===== src/rtl/motor_drive_stage.sv =====
// motor_drive_stage: power stage for the EV motor controller. Slew-limits the
// speed command into an applied duty, latches that duty at PWM period
// boundaries, drives complementary gates with dead time, and holds an
// emergency-stop latch that needs enable dropped before it re-arms.
// Ports:
//   clk, rst          clock, synchronous active-high reset
//   enable            drive enable
//   speed_cmd[7:0]    requested duty
//   overheat          thermal fault, halves the target
//   estop             emergency stop, level-sensitive
//   pwm_hi, pwm_lo    high-side / low-side gate drives (never both high)
//   duty[7:0]         current ramped duty
//   state[1:0]        OFF=0, RAMP=1, RUN=2, STOP=3
//   at_speed          high while in RUN
//   period_tick       one-cycle pulse on the last count of each PWM period
module motor_drive_stage #(
   parameter int unsigned RAMP_DIV  = 16,
   parameter int unsigned RAMP_STEP = 1,
   parameter int unsigned DEAD_CYC  = 4
) (
   input  logic       clk,
   input  logic       rst,
   input  logic       enable,
   input  logic [7:0] speed_cmd,
   input  logic       overheat,
   input  logic       estop,
   output logic       pwm_hi,
   output logic       pwm_lo,
   output logic [7:0] duty,
   output logic [1:0] state,
   output logic       at_speed,
   output logic       period_tick
);

   localparam int unsigned DW  = 8;
   localparam int unsigned DW1 = DW + 1;
   localparam int unsigned PW  = 8;
   localparam int unsigned CW  = 4;
   localparam logic [DW-1:0] CNT_LAST  = DW'(254);
   localparam logic [PW-1:0] PRE_LAST  = PW'(RAMP_DIV - 1);
   localparam logic [CW-1:0] DEAD_LAST = CW'(DEAD_CYC - 1);
   localparam logic [DW:0]   STEP_W    = DW1'(RAMP_STEP);

   typedef enum logic [1:0] {
      S_OFF  = 2'd0,
      S_RAMP = 2'd1,
      S_RUN  = 2'd2,
      S_STOP = 2'd3
   } state_t;

   state_t        st_q, st_nxt;
   logic [DW-1:0] target, duty_q, duty_nxt, active_q, cnt_q, cnt_nxt;
   logic [DW:0]   up_sum, dn_lim;
   logic [PW-1:0] pre_q;
   logic [CW-1:0] dead_q;
   logic          ramp_tick, clr, raw, raw_q, settled, gate_en;

   assign duty  = duty_q;
   assign state = st_q;

   // Speed target after enable / estop / thermal derating
   always_comb begin
      target = speed_cmd;
      if (estop || !enable) target = '0;
      else if (overheat)    target = speed_cmd >> 1;
   end

   assign ramp_tick = (pre_q == PRE_LAST);

   // Slew limiter; 9-bit sums keep the clamp free of wrap and underflow
   always_comb begin
      up_sum   = {1'b0, duty_q} + STEP_W;
      dn_lim   = {1'b0, target} + STEP_W;
      duty_nxt = duty_q;
      if (clr) begin
         duty_nxt = '0;
      end else if (ramp_tick) begin
         if (duty_q < target)
            duty_nxt = (up_sum >= {1'b0, target}) ? target : up_sum[DW-1:0];
         else if (duty_q > target)
            duty_nxt = (dn_lim >= {1'b0, duty_q}) ? target : duty_q - DW'(RAMP_STEP);
      end
   end

   // PWM period counter 0..254
   always_comb begin
      cnt_nxt = cnt_q + DW'(1);
      if (clr || cnt_q == CNT_LAST) cnt_nxt = '0;
   end

   assign raw     = (cnt_q < active_q);
   // Gate follows raw only once raw has been stable for DEAD_CYC cycles
   assign settled = (raw == raw_q) && (dead_q == DEAD_LAST);

   // FSM state register
   always_ff @(posedge clk) begin
      if (rst) st_q <= S_OFF;
      else     st_q <= st_nxt;
   end

   // FSM next state; judged on the post-tick duty so transitions share its edge
   always_comb begin
      st_nxt = st_q;
      if (estop) begin
         st_nxt = S_STOP;
      end else begin
         case (st_q)
            S_STOP: if (!enable) st_nxt = S_OFF;
            S_OFF:  if (target != '0) st_nxt = S_RAMP;
            S_RAMP: if (duty_nxt == target) st_nxt = (target == '0) ? S_OFF : S_RUN;
            S_RUN:  if (duty_nxt != target) st_nxt = S_RAMP;
            default: st_nxt = S_OFF;
         endcase
      end
   end

   // FSM outputs: gate enable and the stop-latch clear
   always_comb begin
      gate_en = 1'b0;
      clr     = estop || (st_q == S_STOP);
      if (st_nxt == S_RAMP || st_nxt == S_RUN) gate_en = 1'b1;
   end

   // Datapath and registered outputs
   always_ff @(posedge clk) begin
      if (rst) begin
         duty_q      <= '0;
         active_q    <= '0;
         cnt_q       <= '0;
         pre_q       <= '0;
         raw_q       <= 1'b0;
         dead_q      <= '0;
         pwm_hi      <= 1'b0;
         pwm_lo      <= 1'b0;
         at_speed    <= 1'b0;
         period_tick <= 1'b0;
      end else begin
         duty_q      <= duty_nxt;
         cnt_q       <= cnt_nxt;
         period_tick <= (cnt_nxt == CNT_LAST);
         at_speed    <= (st_nxt == S_RUN);
         pwm_hi      <= gate_en && settled && raw;
         pwm_lo      <= gate_en && settled && !raw;
         if (clr) begin
            pre_q    <= '0;
            active_q <= '0;
            raw_q    <= 1'b0;
            dead_q   <= '0;
         end else begin
            pre_q <= ramp_tick ? '0 : pre_q + PW'(1);
            if (cnt_q == CNT_LAST) active_q <= duty_q;
            raw_q <= raw;
            if (raw != raw_q)             dead_q <= '0;
            else if (dead_q != DEAD_LAST) dead_q <= dead_q + CW'(1);
         end
      end
   end

endmodule


===== config.mk =====
export PLATFORM = sky130hd
export DESIGN_NAME = motor_drive_stage
export DESIGN_NICKNAME = d
export VERILOG_FILES = /design/src/rtl/motor_drive_stage.sv
export SDC_FILE = /design/constraint.sdc
export NUM_CORES = 1
export LEC_CHECK = 0
export BUFFER_PORTS_ARGS = -buffer_cell sky130_fd_sc_hd__buf_2
export CAP_MARGIN = 20
export CORE_UTILIZATION = 60
export DETAILED_ROUTE_END_ITERATION = 10
export GPL_TIMING_DRIVEN = 0
export PLACE_DENSITY = 0.79
export REMOVE_ABC_BUFFERS = 1
export SETUP_SLACK_MARGIN = 0.1
export SKIP_CTS_REPAIR_TIMING = 1
export SYNTH_ARGS = -nofsm -noshare
export SYNTH_HDL_FRONTEND = slang
export SYNTH_SLANG_ARGS = --single-unit

===== constraint.sdc =====
create_clock -name clk -period 10.3 [get_ports clk]
set_input_delay 0.515 -clock clk [delete_from_list [all_inputs] [get_ports clk]]
set_output_delay 0.515 -clock clk [all_outputs]
set_load 0.01 [all_outputs]

==> impl_metrics.ini <==
[worst_setup_path]
cp_max_fo = 10
crit_chain = buf_2, nand2b_1, nor2_1, clkinv_1, nor3_1, nand3_1, or3_1, xnor2_1, ha_1, nand3_1, a211oi_1, nor3_2, nand2_1, o41ai_1, nor4_1, nand4_1, a2111o_1, o31ai_1, ha_1, nor3_1, and3b_1
critPathSlowestCell = nor2_1
startpoint_type = input pin
crit_type = input pin to flip-flop
crit_arrival_ns = 6.58
critPathRequiredTime_ns = 10.54
slowest_delay_ns = 0.50
cp-end-kind = flip-flop

[logic_synthesis]
synth_enable_flop_cells = 0
synth_cell_types = 69
syn_area_mm2 = 0.003983
yosysWarnings = 0
syn_inst = 519
synth-seq-cells = 43
synth_ff_type = dfxtp_1
synth.yosys.seq_area_share = 0.2161
avgSynthCellArea_um2 = 7.674
async_flop_share = 0

[timing]
slew_headroom = 0.2956
fin_crit_ns = 6.336
fin_setup_tns_ns = 0
finalClockSkew_ns = 0.007463
timing.hold.ws_ns = 0.4489
setup_viol = 0
max_freq_ghz = 0.1578
drv_slew = 0
period_share = 0.6151
rsz0062_at_grt = false
hold_viol_final = 0
fin_ws_ns = 3.964
tightest_slew_ns = 1.053

[drt]
drt_wl_total_um = 11540
wl_per_cell_um = 19.14
vias = 4129
drc = 0
ant_nets = 0
drt-initial-drc-count = 490
drt_first_pass_iters = 6
routed_via_density = 6.847

[placed_design]
post-place-ws_ns = 3.784
io_buffers = 26
place_inst = 593
gp_congestion = 0.9970
dp_hpwl_um = 8387

[clock_tree]
cts_buffers = 5
htree_levels = 2
clockBufferDepth = 2
cts-root-buf = clkbuf_8
clk_pin_slew_ns = 0.08
cts_tree = yes
clk_latency_ns = 0.29
cts.sinks = 43

[power]
combinationalPowerShare = 0.271
swShare = 0.3295
peakVddDrop_mv = 0.1112
p_leak_nw = 1.601
p_seq_frac = 0.434
p_per_area_mw_per_mm2 = 94.82
internal-power_mw = 0.2660
switchingPower_mw = 0.1307
p_clk_frac = 0.295

[global_routing]
grt.overflow.total = 0
grt_usage = 0.3342
grt_pass1_vias = 3936
antenna_found_initial = 0
grt_max_degree = 31
grt_pass1_wl_um = 18910

[flow_run]
max_cap_violations = 0

[floorplanning]
io_pins = 27
dieArea_mm2 = 0.006967
core_area_mm2 = 0.006386
fp.dieW_um = 83.47
start_util = 0.6236
die_h_um = 83.47
num_rows = 29

[finish]
final_core_util = 0.6552
diodes = 0
fin_cells = 603
area_delta_synth_final_pct = 5.058
final_nets = 576
drive_gt1_frac = 0.1084

[min_path]
holdCritPathClass = input pin to flip-flop

[run_status]
status = finished clean
[final timing paths]
kind	to	startpoint	depth (start not counted)	slack, ns
worst max register to register	pwm_lo$_SDFF_PP0_	duty[0]$_SDFF_PP0_	15	5.18
worst max-delay path	pwm_lo$_SDFF_PP0_	estop	21	3.96
worst min-delay path	cnt_q[7]$_SDFF_PP0_	rst	2	0.45
worst min register to register	pwm_hi$_SDFF_PP0_	raw_q$_SDFF_PP0_	2	0.45
[per-layer routing]
layer,vias to the layer above,GRT usage,wire [um]
met5,-,0,0
met1,1914,0.4228,4768
met3,49,0.1009,1242
li1,1899,-,-
met2,267,0.5373,5172
met4,0,0.1248,355
[stage by stage]
step | cell area (um2) | total power, mW
floorplan | 3820 | 0.2484
global placement | 4046 | 0.2746
detailed placement | 4058 | 0.2776
CTS | 4161 | 0.3935
global route | 4184 | 0.4165
finish | 4184 | 0.3967
[logic make-up after synthesis]
kind of cell	after synthesis	share of synthesized area
AOI/OAI and AO/OA	120	0.2174
xor gates and xnor gates	30	0.06598
adders and majority gates	38	0.1194
buffers and inverters	63	0.07194
DFF	43	0.2161
muxes	18	0.04524
and+or+nand+nor	207	0.2639
[cell type report]
cell class | instances | area (um2)
Multi-Input combinational cell | 413 | 2835
Fill cell | 581 | 2202
Sequential cell | 43 | 860.8
Timing Repair Buffer | 29 | 163.9
Inverter | 33 | 123.9
Clock buffer | 7 | 96.34
Tap cell | 77 | 96.34
Clock inverter | 1 | 7.507
[cell usage after synthesis (5+ instances only)]
| master | count | area share |
|---|---|---|
| or2_2 | 5 | 0.0079 |
| nor2_1 | 61 | 0.057 |
| nor4_1 | 9 | 0.014 |
| o22ai_1 | 5 | 0.0079 |
| nand2_1 | 34 | 0.032 |
| or3_1 | 10 | 0.016 |
| nand3_1 | 25 | 0.031 |
| nor2b_1 | 5 | 0.0079 |
| clkbuf_1 | 17 | 0.016 |
| dfxtp_1 | 43 | 0.22 |
| mux2i_1 | 18 | 0.045 |
| nor3_1 | 21 | 0.026 |
| nand2b_1 | 9 | 0.014 |
| ha_1 | 38 | 0.12 |
| xor2_1 | 9 | 0.020 |
| a21oi_1 | 29 | 0.036 |
| o211ai_1 | 6 | 0.011 |
| xnor2_1 | 21 | 0.046 |
| a211oi_1 | 13 | 0.025 |
| inv_1 | 29 | 0.027 |
| buf_6 | 5 | 0.014 |
| o21ai_0 | 23 | 0.029 |
| nand4_1 | 10 | 0.016 |
[power by group through the flow]
stage	Clock [mW]	Combinational, mW	Sequential, mW
final	0.117	0.108	0.172
after global routing	0.128	0.116	0.173
after CTS	0.120	0.102	0.172
after detailed placement	0	0.101	0.176
after global placement	0	0.0988	0.176
after floorplan	0	0.0724	0.176
[flip-flops by register name, indices dropped and copies added (netlist names), 2 cells and up]
register,count
active_q,8
pre_q,8
duty,8
cnt_q,8
state,2
dead_q,4
[placed cells by master (no fill, tap or decap), types with 10 or more instances in the layout]
| cell type | instances |
|---|---|
| dfxtp_1 | 43 |
| ha_1 | 38 |
| nand2_1 | 34 |
| a21oi_1 | 29 |
| nor2_1 | 61 |
| a211oi_1 | 13 |
| nor3_1 | 21 |
| mux2i_1 | 18 |
| nand4_1 | 10 |
| inv_1 | 29 |
| buf_2 | 26 |
| o21ai_0 | 23 |
| or3_1 | 10 |
| nand3_1 | 25 |
| xnor2_1 | 21 |
[critical path, delay by kind of cell]
family	cells	cell delay [ns]
XOR/XNOR	1	0.14
AND/OR/NAND/NOR	12	3.46
AO/OA/AOI/OAI	4	1.28
buffers and inverters	2	0.54
adder cells (fa/ha/maj)	2	0.63
Note: power is estimated with default switching activity, not from simulation.
